[config.mk]
export PLATFORM = sky130hd
export DESIGN_NAME = calc_port_responder
export DESIGN_NICKNAME = d
export VERILOG_FILES = /design/src/rtl/calc_pkg.sv /design/src/rtl/calc_resp_fifo.sv /design/src/rtl/calc_port_responder.sv
export SDC_FILE = /design/constraint.sdc
export NUM_CORES = 1
export LEC_CHECK = 0
export CAP_MARGIN = 10
export CORE_AREA = 2 2 136 190
export CTS_CLUSTER_DIAMETER = 50
export DETAILED_ROUTE_END_ITERATION = 7
export DIE_AREA = 0 0 138 192
export GPL_TIMING_DRIVEN = 0
export HOLD_SLACK_MARGIN = 0.08
export PLACE_DENSITY_LB_ADDON = 0.1
export SLEW_MARGIN = 20
export SYNTH_ARGS = -nofsm -noshare
export SYNTH_HDL_FRONTEND = slang
export SYNTH_SLANG_ARGS = --single-unit
[constraint.sdc]
create_clock -name c_clk -period 4.4 [get_ports c_clk]
set_clock_uncertainty 0.05 [all_clocks]
set_input_delay 0.88 -clock c_clk [delete_from_list [all_inputs] [get_ports c_clk]]
set_output_delay 0.88 -clock c_clk [all_outputs]
set_load 0.1 [all_outputs]
[src/rtl/calc_pkg.sv]
// Shared types, widths and the response ALU for the calculator port responder.
package calc_pkg;

  localparam int DATA_W  = 32;
  localparam int TAG_W   = 2;
  localparam int CMD_W   = 4;
  localparam int RESP_W  = 2;
  localparam int ENTRY_W = RESP_W + DATA_W + TAG_W;

  typedef enum logic [CMD_W-1:0] {
    CMD_NOP = 4'd0,
    CMD_ADD = 4'd1,
    CMD_SUB = 4'd2,
    CMD_SHL = 4'd5,
    CMD_SHR = 4'd6
  } cmd_e;

  typedef enum logic [RESP_W-1:0] {
    RESP_NONE = 2'd0,
    RESP_OK   = 2'd1,
    RESP_ERR  = 2'd2
  } resp_e;

  typedef enum logic {
    ST_IDLE = 1'b0,
    ST_OP2  = 1'b1
  } state_e;

  // Buffered response; field order matches {out_resp, out_data, out_tag}.
  typedef struct packed {
    logic [RESP_W-1:0] resp;
    logic [DATA_W-1:0] data;
    logic [TAG_W-1:0]  tag;
  } entry_t;

  // Evaluates one command; error responses always carry zero data.
  function automatic entry_t calc_alu(input logic [CMD_W-1:0]  cmd,
                                      input logic [DATA_W-1:0] a,
                                      input logic [DATA_W-1:0] b,
                                      input logic [TAG_W-1:0]  tag);
    entry_t          r;
    logic [DATA_W:0] sum;
    r.tag  = tag;
    r.resp = RESP_ERR;
    r.data = 32'd0;
    sum    = {1'b0, a} + {1'b0, b};
    case (cmd)
      CMD_ADD: begin
        if (sum[DATA_W]) begin
          r.resp = RESP_ERR;
          r.data = 32'd0;
        end else begin
          r.resp = RESP_OK;
          r.data = sum[DATA_W-1:0];
        end
      end
      CMD_SUB: begin
        if (b > a) begin
          r.resp = RESP_ERR;
          r.data = 32'd0;
        end else begin
          r.resp = RESP_OK;
          r.data = a - b;
        end
      end
      CMD_SHL: begin
        r.resp = RESP_OK;
        r.data = a << b[4:0];
      end
      CMD_SHR: begin
        r.resp = RESP_OK;
        r.data = a >> b[4:0];
      end
      default: begin
        r.resp = RESP_ERR;
        r.data = 32'd0;
      end
    endcase
    return r;
  endfunction

endpackage

[src/rtl/calc_resp_fifo.sv]
// Response buffer: circular FIFO of DEPTH entries with occupancy count.
// The caller never pushes when full; a push and a pop in the same cycle
// leave the count unchanged.
module calc_resp_fifo
  import calc_pkg::*;
#(
  parameter int DEPTH = 4
) (
  input  logic                          i_clk,
  input  logic                          i_rst,
  input  logic                          i_push,
  input  logic [ENTRY_W-1:0]            i_entry,
  input  logic                          i_pop,
  output logic [ENTRY_W-1:0]            o_head,
  output logic [$clog2(DEPTH):0]        o_count
);

  localparam int PTR_W = $clog2(DEPTH);
  localparam int CNT_W = PTR_W + 1;

  logic [ENTRY_W-1:0] r_mem [DEPTH];
  logic [PTR_W-1:0]   r_wr_ptr;
  logic [PTR_W-1:0]   r_rd_ptr;
  logic [CNT_W-1:0]   r_count;

  // Storage write; contents are don't-care until pushed so no reset is needed.
  always_ff @(posedge i_clk) begin
    if (i_push) begin
      r_mem[r_wr_ptr] <= i_entry;
    end
  end

  // Pointers wrap naturally because DEPTH is a power of two.
  always_ff @(posedge i_clk or posedge i_rst) begin
    if (i_rst) begin
      r_wr_ptr <= '0;
      r_rd_ptr <= '0;
      r_count  <= '0;
    end else begin
      if (i_push) r_wr_ptr <= r_wr_ptr + PTR_W'(1);
      if (i_pop)  r_rd_ptr <= r_rd_ptr + PTR_W'(1);
      case ({i_push, i_pop})
        2'b10:   r_count <= r_count + CNT_W'(1);
        2'b01:   r_count <= r_count - CNT_W'(1);
        default: r_count <= r_count;
      endcase
    end
  end

  assign o_head  = r_mem[r_rd_ptr];
  assign o_count = r_count;

endmodule

[src/rtl/calc_port_responder.sv]
// Two-cycle command port: command+operand 1, then operand 2. Results are
// buffered and presented one per cycle while the consumer is not stalling.
module calc_port_responder
  import calc_pkg::*;
#(
  parameter int FIFO_DEPTH = 4
) (
  input  logic              c_clk,
  input  logic              reset,
  input  logic [CMD_W-1:0]  req_cmd_in,
  input  logic [DATA_W-1:0] req_data_in,
  input  logic [TAG_W-1:0]  req_tag_in,
  input  logic              out_stall,
  output logic [RESP_W-1:0] out_resp,
  output logic [DATA_W-1:0] out_data,
  output logic [TAG_W-1:0]  out_tag,
  output logic              req_busy
);

  localparam int CNT_W  = $clog2(FIFO_DEPTH) + 1;
  localparam int PEND_W = CNT_W + 1;

  state_e            r_state;
  logic [CMD_W-1:0]  r_cmd;
  logic [DATA_W-1:0] r_op1;
  logic [TAG_W-1:0]  r_tag;

  logic              w_push;
  logic              w_pop;
  entry_t            w_entry;
  logic [ENTRY_W-1:0] w_head;
  logic [CNT_W-1:0]  w_count;
  logic [PEND_W-1:0] w_pending;

  // The request in OP2 is pushed at the coming edge, so it already holds a slot.
  always_comb begin
    w_push    = (r_state == ST_OP2);
    w_pop     = !out_stall && (w_count != CNT_W'(0));
    w_entry   = calc_alu(r_cmd, r_op1, req_data_in, r_tag);
    w_pending = {1'b0, w_count} + {{CNT_W{1'b0}}, w_push};
  end

  assign req_busy = (w_pending >= PEND_W'(FIFO_DEPTH));

  // Input FSM: capture command, operand 1 and tag, then finish on operand 2.
  always_ff @(posedge c_clk or posedge reset) begin
    if (reset) begin
      r_state <= ST_IDLE;
      r_cmd   <= 4'd0;
      r_op1   <= 32'd0;
      r_tag   <= 2'd0;
    end else begin
      case (r_state)
        ST_IDLE: begin
          if ((req_cmd_in != 4'd0) && !req_busy) begin
            r_cmd   <= req_cmd_in;
            r_op1   <= req_data_in;
            r_tag   <= req_tag_in;
            r_state <= ST_OP2;
          end else begin
            r_state <= ST_IDLE;
          end
        end
        ST_OP2:  r_state <= ST_IDLE;
        default: r_state <= ST_IDLE;
      endcase
    end
  end

  calc_resp_fifo #(
    .DEPTH (FIFO_DEPTH)
  ) u_fifo (
    .i_clk   (c_clk),
    .i_rst   (reset),
    .i_push  (w_push),
    .i_entry (w_entry),
    .i_pop   (w_pop),
    .o_head  (w_head),
    .o_count (w_count)
  );

  // Output stage: present each popped entry for exactly one cycle, else zeros.
  always_ff @(posedge c_clk or posedge reset) begin
    if (reset) begin
      out_resp <= 2'd0;
      out_data <= 32'd0;
      out_tag  <= 2'd0;
    end else if (w_pop) begin
      {out_resp, out_data, out_tag} <= w_head;
    end else begin
      out_resp <= 2'd0;
      out_data <= 32'd0;
      out_tag  <= 2'd0;
    end
  end

endmodule

======== Word level (Yosys, flattened, before mapping) ========
Memories as Yosys holds them, arrays and structs flattened.
Index checks and enable logic that the tools add are counted.
storage, ports and cells
  memories kept ........................... 1
  memory bits (writable) .................. 144
  input bits .............................. 41
  register bits ........................... 82
memories
  memory        words  width  rd ports  clocked after memory_dff  write ports  line                  RTL
  u_fifo.r_mem  4      36     1         0                         1            calc_resp_fifo.sv:21  logic [ENTRY_W-1:0] r_mem [DEPTH];
operators by class
  eq/ne operators ......................... 6
  shift operators ......................... 2
  $add $sub $neg .......................... 7
  bitwise gates (word level) .............. 1
  $lt $le $gt $ge ......................... 2
  reductions and logical operators ........ 8
  multiplexer cells ....................... 11
operator list
  kind                                                                                 number
  34-bit case mux with 4 select lines                                                  1
  34-bit 2-to-1 mux                                                                    2
  32-bit by 32-bit adder with 33-bit output                                            1
  32-bit > comparator                                                                  1
  32-bit 2-to-1 mux                                                                    1
  32-bit by 5-bit left shift with 32-bit output                                        1
  32-bit by 5-bit >> shifter with 32-bit output                                        1
  32-bit subtractor                                                                    1
  4-bit by 3-bit == test with 1-bit output, second input constant                      2
  3-bit case mux with 2 select lines                                                   1
  2-bit by 1-bit adder with 2-bit output, second input constant                        2
  3-bit by 1-bit adder with 4-bit output                                               1
  4-bit by 1-bit == test with 1-bit output, second input constant                      1
  4-bit by 2-bit == test with 1-bit output, second input constant                      1
  4-bit by 3-bit greater-or-equal comparator with 1-bit output, second input constant  1
  2-bit 2-to-1 mux                                                                     2
  4-bit nonzero test                                                                   1
  3-bit by 1-bit adder with 3-bit output, second input constant                        1
  1-bit 2-to-1 mux                                                                     3
  3-bit nonzero test                                                                   1
  3-bit by 1-bit subtractor with 3-bit output, second input constant                   1
  2-bit by 1-bit == test with 1-bit output, second input constant                      1
  2-bit == test, second input constant                                                 1
  1-bit logical AND                                                                    2
  5 further kinds                                                                      6

======== Logic depth before layout (Yosys ltp) ========
Gate-level depths: netlist (run 1).
  depth after elaboration ................. 6
  gate-level depth with buffers ........... 17

======== Hierarchy ========
Synthesis (run 1) repeated with hierarchy kept, for this count alone.
unflattened totals
  cells, all modules ...................... 1524
  area, all modules ....................... 15417.3 um^2
modules (own cells, without submodules)
  module               cells each  times used  area each (um^2)  seq. area each (um^2)
  calc_port_responder  1301        1           9815.7            1876.8
  calc_resp_fifo       223         1           5601.6            4499.3

======== Worst setup path after synthesis (run 1) ========
OpenSTA, ideal clock, no wires.
  path kind ............................... in2reg
  start point ............................. input port req_data_in[2]
  end point ............................... memory u_fifo.r_mem[0][34] (netlist bit) (data pin)
  arrival time ............................ 4.177 ns
  stages on the path ...................... 17
  data required time ...................... 4.068 ns
  library setup time ...................... 0.282 ns
  path slack .............................. -0.108 ns
  cells stage by stage .................... clkbuf_1 -> inv_2 -> buf_1 -> clkbuf_1 -> ha_1 -> nor2_1 -> o311a_1 -> a2bb2oi_2 -> nand3b_1 -> a21oi_2 -> o21ai_1 -> and2_1 -> buf_6 -> buf_6 -> buf_6 -> o31ai_1 -> inv_1
on the way
  word-level cells in the longest chain between the ends .. 3
  elaborated cells on any way between the ends .. 5
  those cells by class .................... add/sub: 1; order compare: 1; mux: 3
ends and longest elaborated chain
  item                                                                              line                            RTL
  start, declared                                                                   calc_port_responder.sv:11       input logic [DATA_W-1:0] req_data_in,
  32-bit by 32-bit adder with 33-bit output or 32-bit > comparator (tied branches)  calc_pkg.sv:46, calc_pkg.sv:58
  34-bit 2-to-1 mux, on equally long branches                                       calc_pkg.sv:49, calc_pkg.sv:58
  34-bit case mux with 4 select lines *                                             calc_pkg.sv:47                  case (cmd)
  named net u_fifo.i_entry[34]                                                      calc_resp_fifo.sv:12            input logic [ENTRY_W-1:0] i_entry,
  end, declared                                                                     calc_resp_fifo.sv:21
The timed path passes the listed nets; every way through them passes the cells marked *.

======== Worst setup path after layout (run 1) ========
  start point ............................. input port req_data_in[2]
  end point ............................... memory u_fifo.r_mem[0][31] (netlist bit) (data pin)
on the way
  word-level cells in the longest chain between the ends .. 3
  elaborated cells on any way between the ends .. 8
  those cells by class .................... add/sub: 2; order compare: 1; shift: 2; mux: 3
ends and longest elaborated chain
  item                                         line                            RTL
  32-bit subtractor (tied with other cells)    calc_pkg.sv:63                  r.data = a - b;
  34-bit 2-to-1 mux, on equally long branches  calc_pkg.sv:58, calc_pkg.sv:49
  34-bit case mux with 4 select lines *        calc_pkg.sv:47
  named net u_fifo.i_entry[31]                 calc_resp_fifo.sv:12
Marked as above.

==> results of run 1 <==
-- report_power, final --
group | total, W | switching [W] | internal [W]
combinational | 0.00880 | 0.00578 | 0.00302
clock | 0.00208 | 0.000903 | 0.00118
sequential | 0.00395 | 0.000684 | 0.00327
total | 0.0148 | 0.00737 | 0.00747
-- stage by stage --
step,setup WS (ns),util,std cells,setup TNS (ns)
finish,-0.0364,0.722,1846,-0.199
global route,-0.0548,0.722,1846,-0.580
CTS,0.0164,0.713,1843,0
detailed placement,-2.41,0.666,1795,-281.38
global placement,-2.37,0.661,1790,-280.04
floorplan,0.0264,-,1398,0
-- logic make-up (layout without fill, tap and decap cells) --
group,after synthesis,in the layout,share of synthesized area
xor+xnor,6,6,0.00347
simple gates,358,358,0.114
mux,154,154,0.163
buf+inv,168,301,0.0467
flops,226,226,0.421
compound gates,412,412,0.189
fa+ha+maj,74,74,0.0626
-- worst paths after layout --
path                                                        to            startpoint  slack [ns]
max in group asynchronous                 r_op1[7]$_DFFE_PP0P_                 reset        2.93
worst min register to register    u_fifo.r_mem[3][1]$_DFFE_PP_  r_tag[1]$_DFFE_PP0P_        0.50
worst max register to register   u_fifo.r_mem[2][13]$_DFFE_PP_  r_op1[6]$_DFFE_PP0P_        0.44
worst max-delay path             u_fifo.r_mem[0][31]$_DFFE_PP_        req_data_in[2]       -0.04
min in group asynchronous       u_fifo.r_wr_ptr[1]$_DFFE_PP0P_                 reset        0.70
worst min-delay path              u_fifo.r_mem[3][1]$_DFFE_PP_  r_tag[1]$_DFFE_PP0P_        0.50
-- repair_timing --
item | 4_1_cts | 5_1_grt
gates cloned | 0 | 0
resized for setup | 82 | 42
setup buffers | 4 | 3
setup endpoints to repair | 136 | 132
pin swaps | 6 | 9
-- state kept, by name, summed over array words and instances, names as in the netlist --
name	count
r_cmd	4
r_tag	2
u_fifo.r_rd_ptr	2
u_fifo.o_count	3
out_resp	2
out_tag	2
out_data	32
u_fifo.r_mem	144
u_fifo.r_wr_ptr	2
r_state	1
r_op1	32
-- worst register-to-register path, delay by kind of cell, from the launching register on --
kind,cells,cell delay (ns)
AO/OA/AOI/OAI,6,1.61
AND/OR/NAND/NOR,3,0.64
adder cells (fa/ha/maj),1,0.33
flip-flops,1,0.60
buffers and inverters,3,0.45
-- layer usage --
layer	track usage	wire length [um]	up-vias
met5	0.00188	0	-
met4	0.314	5510	0
met3	0.0845	6190	326
met2	0.735	27600	1137
met1	0.519	19800	6499
li1	-	-	5592
-- area by class of cell --
type | instances | area (um^2) | share of cell area
Multi-Input combinational cell | 1004 | 8520 | 0.478
Sequential cell | 226 | 6380 | 0.358
Timing Repair Buffer | 89 | 932 | 0.0523
Clock buffer | 34 | 689 | 0.0387
Buffer | 87 | 475 | 0.0267
Tap cell | 315 | 394 | 0.0221
Inverter | 79 | 307 | 0.0172
Clock inverter | 12 | 130 | 0.00730
-- placed cells by master (no fill, tap or decap), types with 15 or more instances in the layout --
master,instances
nand2_1,64
nor3_1,27
o22ai_1,24
mux4_2,70
clkbuf_16,26
nand2b_1,19
clkbuf_1,43
clkdlybuf4s50_1,73
ha_1,70
and2_1,41
mux2i_1,40
inv_1,76
o21ai_0,71
nor2_1,132
dfrtp_1,82
o21ai_2,15
buf_2,21
mux2_2,42
a21o_1,15
a21oi_1,89
edfxtp_1,144
==> run_results.csv, run 1 <==
group,metric,value,unit
layout,area_delta_synth_final,17.7,%
sta,layout_setup_ws,-0.0364,ns
setup_path,cp.arrival,4.72,ns
yosys,synthCells,1398,
yosys,netlist_area,15100,um^2
detailed_routing,drt_first_pass_iters,6,
global_route,grt_overflow,0,
clocking,cts_max_level,1,
yosys,synth_top_area_frac,0.285,
global_route,grt_max_degree,45,
sta,period_needed,4.44,ns
yosys,synth_top_cell_by_area,"edfxtp_1",
layout,final_area,17800,um^2
global_route,antenna_found_initial,0,
setup_path,worstSetupPathDepth,14,
place,gp_congestion,1.14,
setup_path,cp-end-kind,"flip-flop",
yosys,synth_nets,1513,
yosys,synthDistinctLibCells,86,
detailed_routing,drtAntennaViolNets,0,
pwr,fin_total_pwr,0.0148,W
clocking,insertion_delay,0.55,ns
yosys,yosys-top-cells-count,"144 x edfxtp_1, 134 x nor2_1, 94 x a21oi_1",
yosys,synth-edff-count,144,
layout,fillerInstances,1674,
sta,worst_pin_slew,1.15,ns
flow_run,max-cap-violations,0,
global_route,grt_usage,0.442,
setup_path,cp_max_fo,18,
clocking,cts_inserted_buffers,25,
place,portBuffers,77,
yosys,ys_seq_area_frac,0.421,
yosys,synth_ff_type,"edfxtp_1",
yosys,synth_most_common_cell,"edfxtp_1",
global_route,grt_pass1_vias,13400,
setup_path,worstRegToRegCells,13,
layout,drive_gt1_frac,0.199,
global_route,grt_first_pass_wirelength,86700,um
clocking,cts_tree,"built",
setup_path,worstSetupPathType,"in2reg",
detailed_routing,drt-total-wl,59200,um
floorplan,dieArea,26500,um^2
floorplan,ioPinCount,78,
yosys,synth.avg_cell_area,10.8,um^2
setup_path,cp_num_buf_inv,4,
yosys,async_flop_share,0.363,
detailed_routing,wire_per_inst,32.1,um
detailed_routing,drc,0,
floorplan,die_x,138,um
floorplan,row_count,68,
pwr,p_leak,6.88,nW
sta,drv_slew,0,
floorplan,start_util,0.614,
clocking,cts_hold_buf,0,
outcome,status,"finished with violations",
clocking,clk_pin_slew,0.06,ns
detailed_routing,vias,13600,
setup_path,path_cells,"clkdlybuf4s50_1, clkbuf_8, inv_8, clkbuf_16, ha_4, nor3b_2, o311ai_1, a21oi_2, a311oi_4, o31a_4, o41ai_4, a21oi_1, o221a_2, o21ai_2",
yosys,ys_warn_count,0,
place,placedInstanceArea,16400,um^2
setup_path,critPathSlowestCell,"clkdlybuf4s50_1",
place,post-dp-hpwl,43800,um
setup_path,start_kind,"input port",
setup_path,critPathRequiredTime,4.69,ns
yosys,synth-seq-cells,226,
min_path,hold_depth,0,
layout,n_antenna_cell,0,
sta,fmax,225,MHz
min_path,hold_path_class,"reg2reg",
pwr,power-per-cell-area,832,nW/um^2
sta,finalCritPeriodShare,1.01,
floorplan,core_region_area,24700,um^2
clocking,cts_sinks,226,
setup_path,cp_top_family,"compound AO/OA/AOI/OAI gates",
pwr,peakVddDrop,0.000657,V
layout,fin_nets,1627,
clocking,cts_buffer_depth,3,
sta,rsz0062_at_grt,"true",
yosys,synth.top_cells.by_area,"edfxtp_1 29%, dfrtp_1 14%, mux4_2 10%",
sta,setup_violations,8,
sta,slew_headroom,0.230,
floorplan,fp.dieH,192,um
detailed_routing,drtIter0Drc,1917,
setup_path,cpPeakStageDelay,0.51,ns
sta,holdWs,0.495,ns
outcome,violations,"negative setup slack",
sta,hold_viol_final,0,
detailed_routing,routed_via_density,7.34,
clocking,cts-root-buf,"clkbuf_16",
No activity file was read; power rests on OpenSTA's default activity.
==> run 2: changes to the inputs <==
SETUP_SLACK_MARGIN = 0.02   (was unset)
==> run_results.csv, run 2 (same netlist as run 1, synthesis figures left out) <==
group,metric,value,unit
clocking,cts_max_level,1,
pwr,power-per-cell-area,834,nW/um^2
sta,finalCritPeriodShare,1.00,
setup_path,cp-startpoint,"req_data_in[4]",
detailed_routing,drtAntennaViolNets,0,
setup_path,cp_max_fo,10,
clocking,cts_tree,"built",
layout,final_common_cell,"edfxtp_1",
setup_path,cpPeakStageDelay,0.49,ns
layout,multi_input_area,8560,um^2
layout,area_delta_synth_final,18.2,%
setup_path,cp-end-kind,"flip-flop",
detailed_routing,drtIter0Drc,1849,
layout,n_antenna_cell,0,
place,gp_congestion,1.14,
pwr,peakVddDrop,0.000661,V
detailed_routing,drt-total-wl,59500,um
global_route,grt_overflow,0,
clocking,cts_hold_buf,0,
setup_path,endpoint,"u_fifo.r_mem[0][16]$_DFFE_PP_",
outcome,status,"finished with violations",
detailed_routing,wire_per_inst,32.1,um
layout,fillerInstances,1676,
global_route,grt_first_pass_wirelength,87000,um
floorplan,fp.dieH,192,um
setup_path,start_kind,"input port",
floorplan,row_count,68,
sta,hold_viol_final,0,
place,placedInstanceArea,16400,um^2
place,dp.cells,1795,
setup_path,worstSetupPathType,"in2reg",
setup_path,worstRegToRegCells,14,
layout,final_cell_mix,"144 x edfxtp_1, 132 x nor2_1, 89 x a21oi_1",
floorplan,ioPinCount,78,
layout,final_area,17900,um^2
layout,register_area,6380,um^2
setup_path,reg2reg_slack,0.44,ns
setup_path,cp.arrival,4.64,ns
global_route,antenna_found_initial,0,
layout,drive_gt1_frac,0.205,
sta,setup_violations,1,
layout,final_cell_count_no_fill,1850,
pwr,p_leak,6.90,nW
floorplan,start_util,0.614,
floorplan,core_region_area,24700,um^2
clocking,cts_inserted_buffers,25,
place,post-dp-hpwl,43800,um
setup_path,critPathSlowestCell,"dlygate4sd2_1",
place,portBuffers,77,
sta,period_needed,4.40,ns
layout,regMostFlops,"u_fifo.r_mem",
detailed_routing,drt_first_pass_iters,7,
detailed_routing,routed_via_density,7.34,
global_route,grt_pass1_vias,13400,
outcome,violations,"negative setup slack",
setup_path,r2r_start,"r_op1[25]$_DFFE_PP0P_",
global_route,grt_usage,0.444,
sta,drv_slew,0,
sta,fmax,227,MHz
layout,reg_top3,"u_fifo.r_mem x144, out_data x32, r_op1 x32",
pwr,fin_total_pwr,0.0149,W
setup_path,path_cells,"dlygate4sd2_1, inv_1, ha_1, inv_1, o311a_4, a2bb2oi_4, nand3b_1, a21oi_4, o21ai_4, and2_1, buf_6, buf_6, buf_6, a221oi_4, o21ai_2, buf_4",
floorplan,dieArea,26500,um^2
clocking,cts_buffer_depth,3,
layout,utilization,0.726,
flow_run,max-cap-violations,0,
sta,worst_pin_slew,1.15,ns
clocking,cts-root-buf,"clkbuf_16",
setup_path,crit_top_cell,"buf_6",
min_path,hold_depth,0,
sta,layout_setup_ws,-0.000345,ns
layout,largest_reg_flops,144,
clocking,clk_pin_slew,0.06,ns
clocking,insertion_delay,0.54,ns
floorplan,die_x,138,um
min_path,hold_path_class,"reg2reg",
detailed_routing,vias,13600,
sta,slew_headroom,0.234,
layout,fin_nets,1631,
sta,fin_setup_tns,-0.000345,ns
clocking,cts_sinks,226,
setup_path,rr_endpoint,"u_fifo.r_mem[3][6]$_DFFE_PP_",
detailed_routing,drc,0,
global_route,grt_max_degree,45,
setup_path,critPathRequiredTime,4.64,ns
## run 2: cell count changes in the layout (fill, tap and decap cells not counted), moves of 2 or more
cell      delta
o21ai_1      -2
buf_4        +2
buf_6        +3
a221oi_2     -2
## run 2: layout make-up
type,instances,share of cell area
sequential,226,0.356
clock inverter,12,0.00727
inverter,79,0.0171
buffer,88,0.0278
timing repair buffer,92,0.0535
clock buffer,34,0.0385
multi-input combinational,1004,0.478
tap,315,0.0220
## run 2: stage by stage
stage	hold slack, ns	setup WS (ns)
6_report	0.492	-0.000345
5_1_grt	0.530	-0.00802
2_1_floorplan	0.422	0.0264
3_5_place_dp	0.486	-2.41
3_3_place_gp	0.434	-2.37
4_1_cts	0.497	0.0371
## run 2: worst min path at each step
stage                                               from                             end  slack, ns
final                               r_tag[1]$_DFFE_PP0P_    u_fifo.r_mem[3][1]$_DFFE_PP_       0.49
after global routing      u_fifo.r_wr_ptr[0]$_DFFE_PP0P_  u_fifo.r_wr_ptr[0]$_DFFE_PP0P_       0.53
after CTS                           r_tag[1]$_DFFE_PP0P_    u_fifo.r_mem[2][1]$_DFFE_PP_       0.50
after detailed placement            r_tag[0]$_DFFE_PP0P_    u_fifo.r_mem[0][0]$_DFFE_PP_       0.49
after global placement              r_tag[1]$_DFFE_PP0P_    u_fifo.r_mem[0][1]$_DFFE_PP_       0.43
after floorplan                     r_tag[0]$_DFFE_PP0P_    u_fifo.r_mem[0][0]$_DFFE_PP_       0.42
## run 2: routing by layer
layer	vias up	global-route usage	wire length, um
met2	1088	0.741	27600
met5	-	0	0
met4	0	0.309	5730
met3	345	0.0815	5800
li1	5596	-	-
met1	6548	0.523	20300
## run 2: critical path: cells and delay by family
kind	cells	cell delay [ns]
AOI/OAI and AO/OA	6	1.15
and+or+nand+nor	2	0.39
buffers and inverters	7	1.71
adders and majority gates	1	0.49
## run 2: power breakdown
part	internal [W]	leakage (nW)	total, W	switching (W)
combinational	0.00307	4.17	0.00889	0.00582
clock	0.00118	0.390	0.00209	0.000906
sequential	0.00327	2.34	0.00395	0.000685
## run 2: repair_timing
action / in CTS / in global routing
setup buffers: 8 / 2
setup endpoints to repair: 136 / 136
pin swaps: 11 / 14
resized for setup: 92 / 47
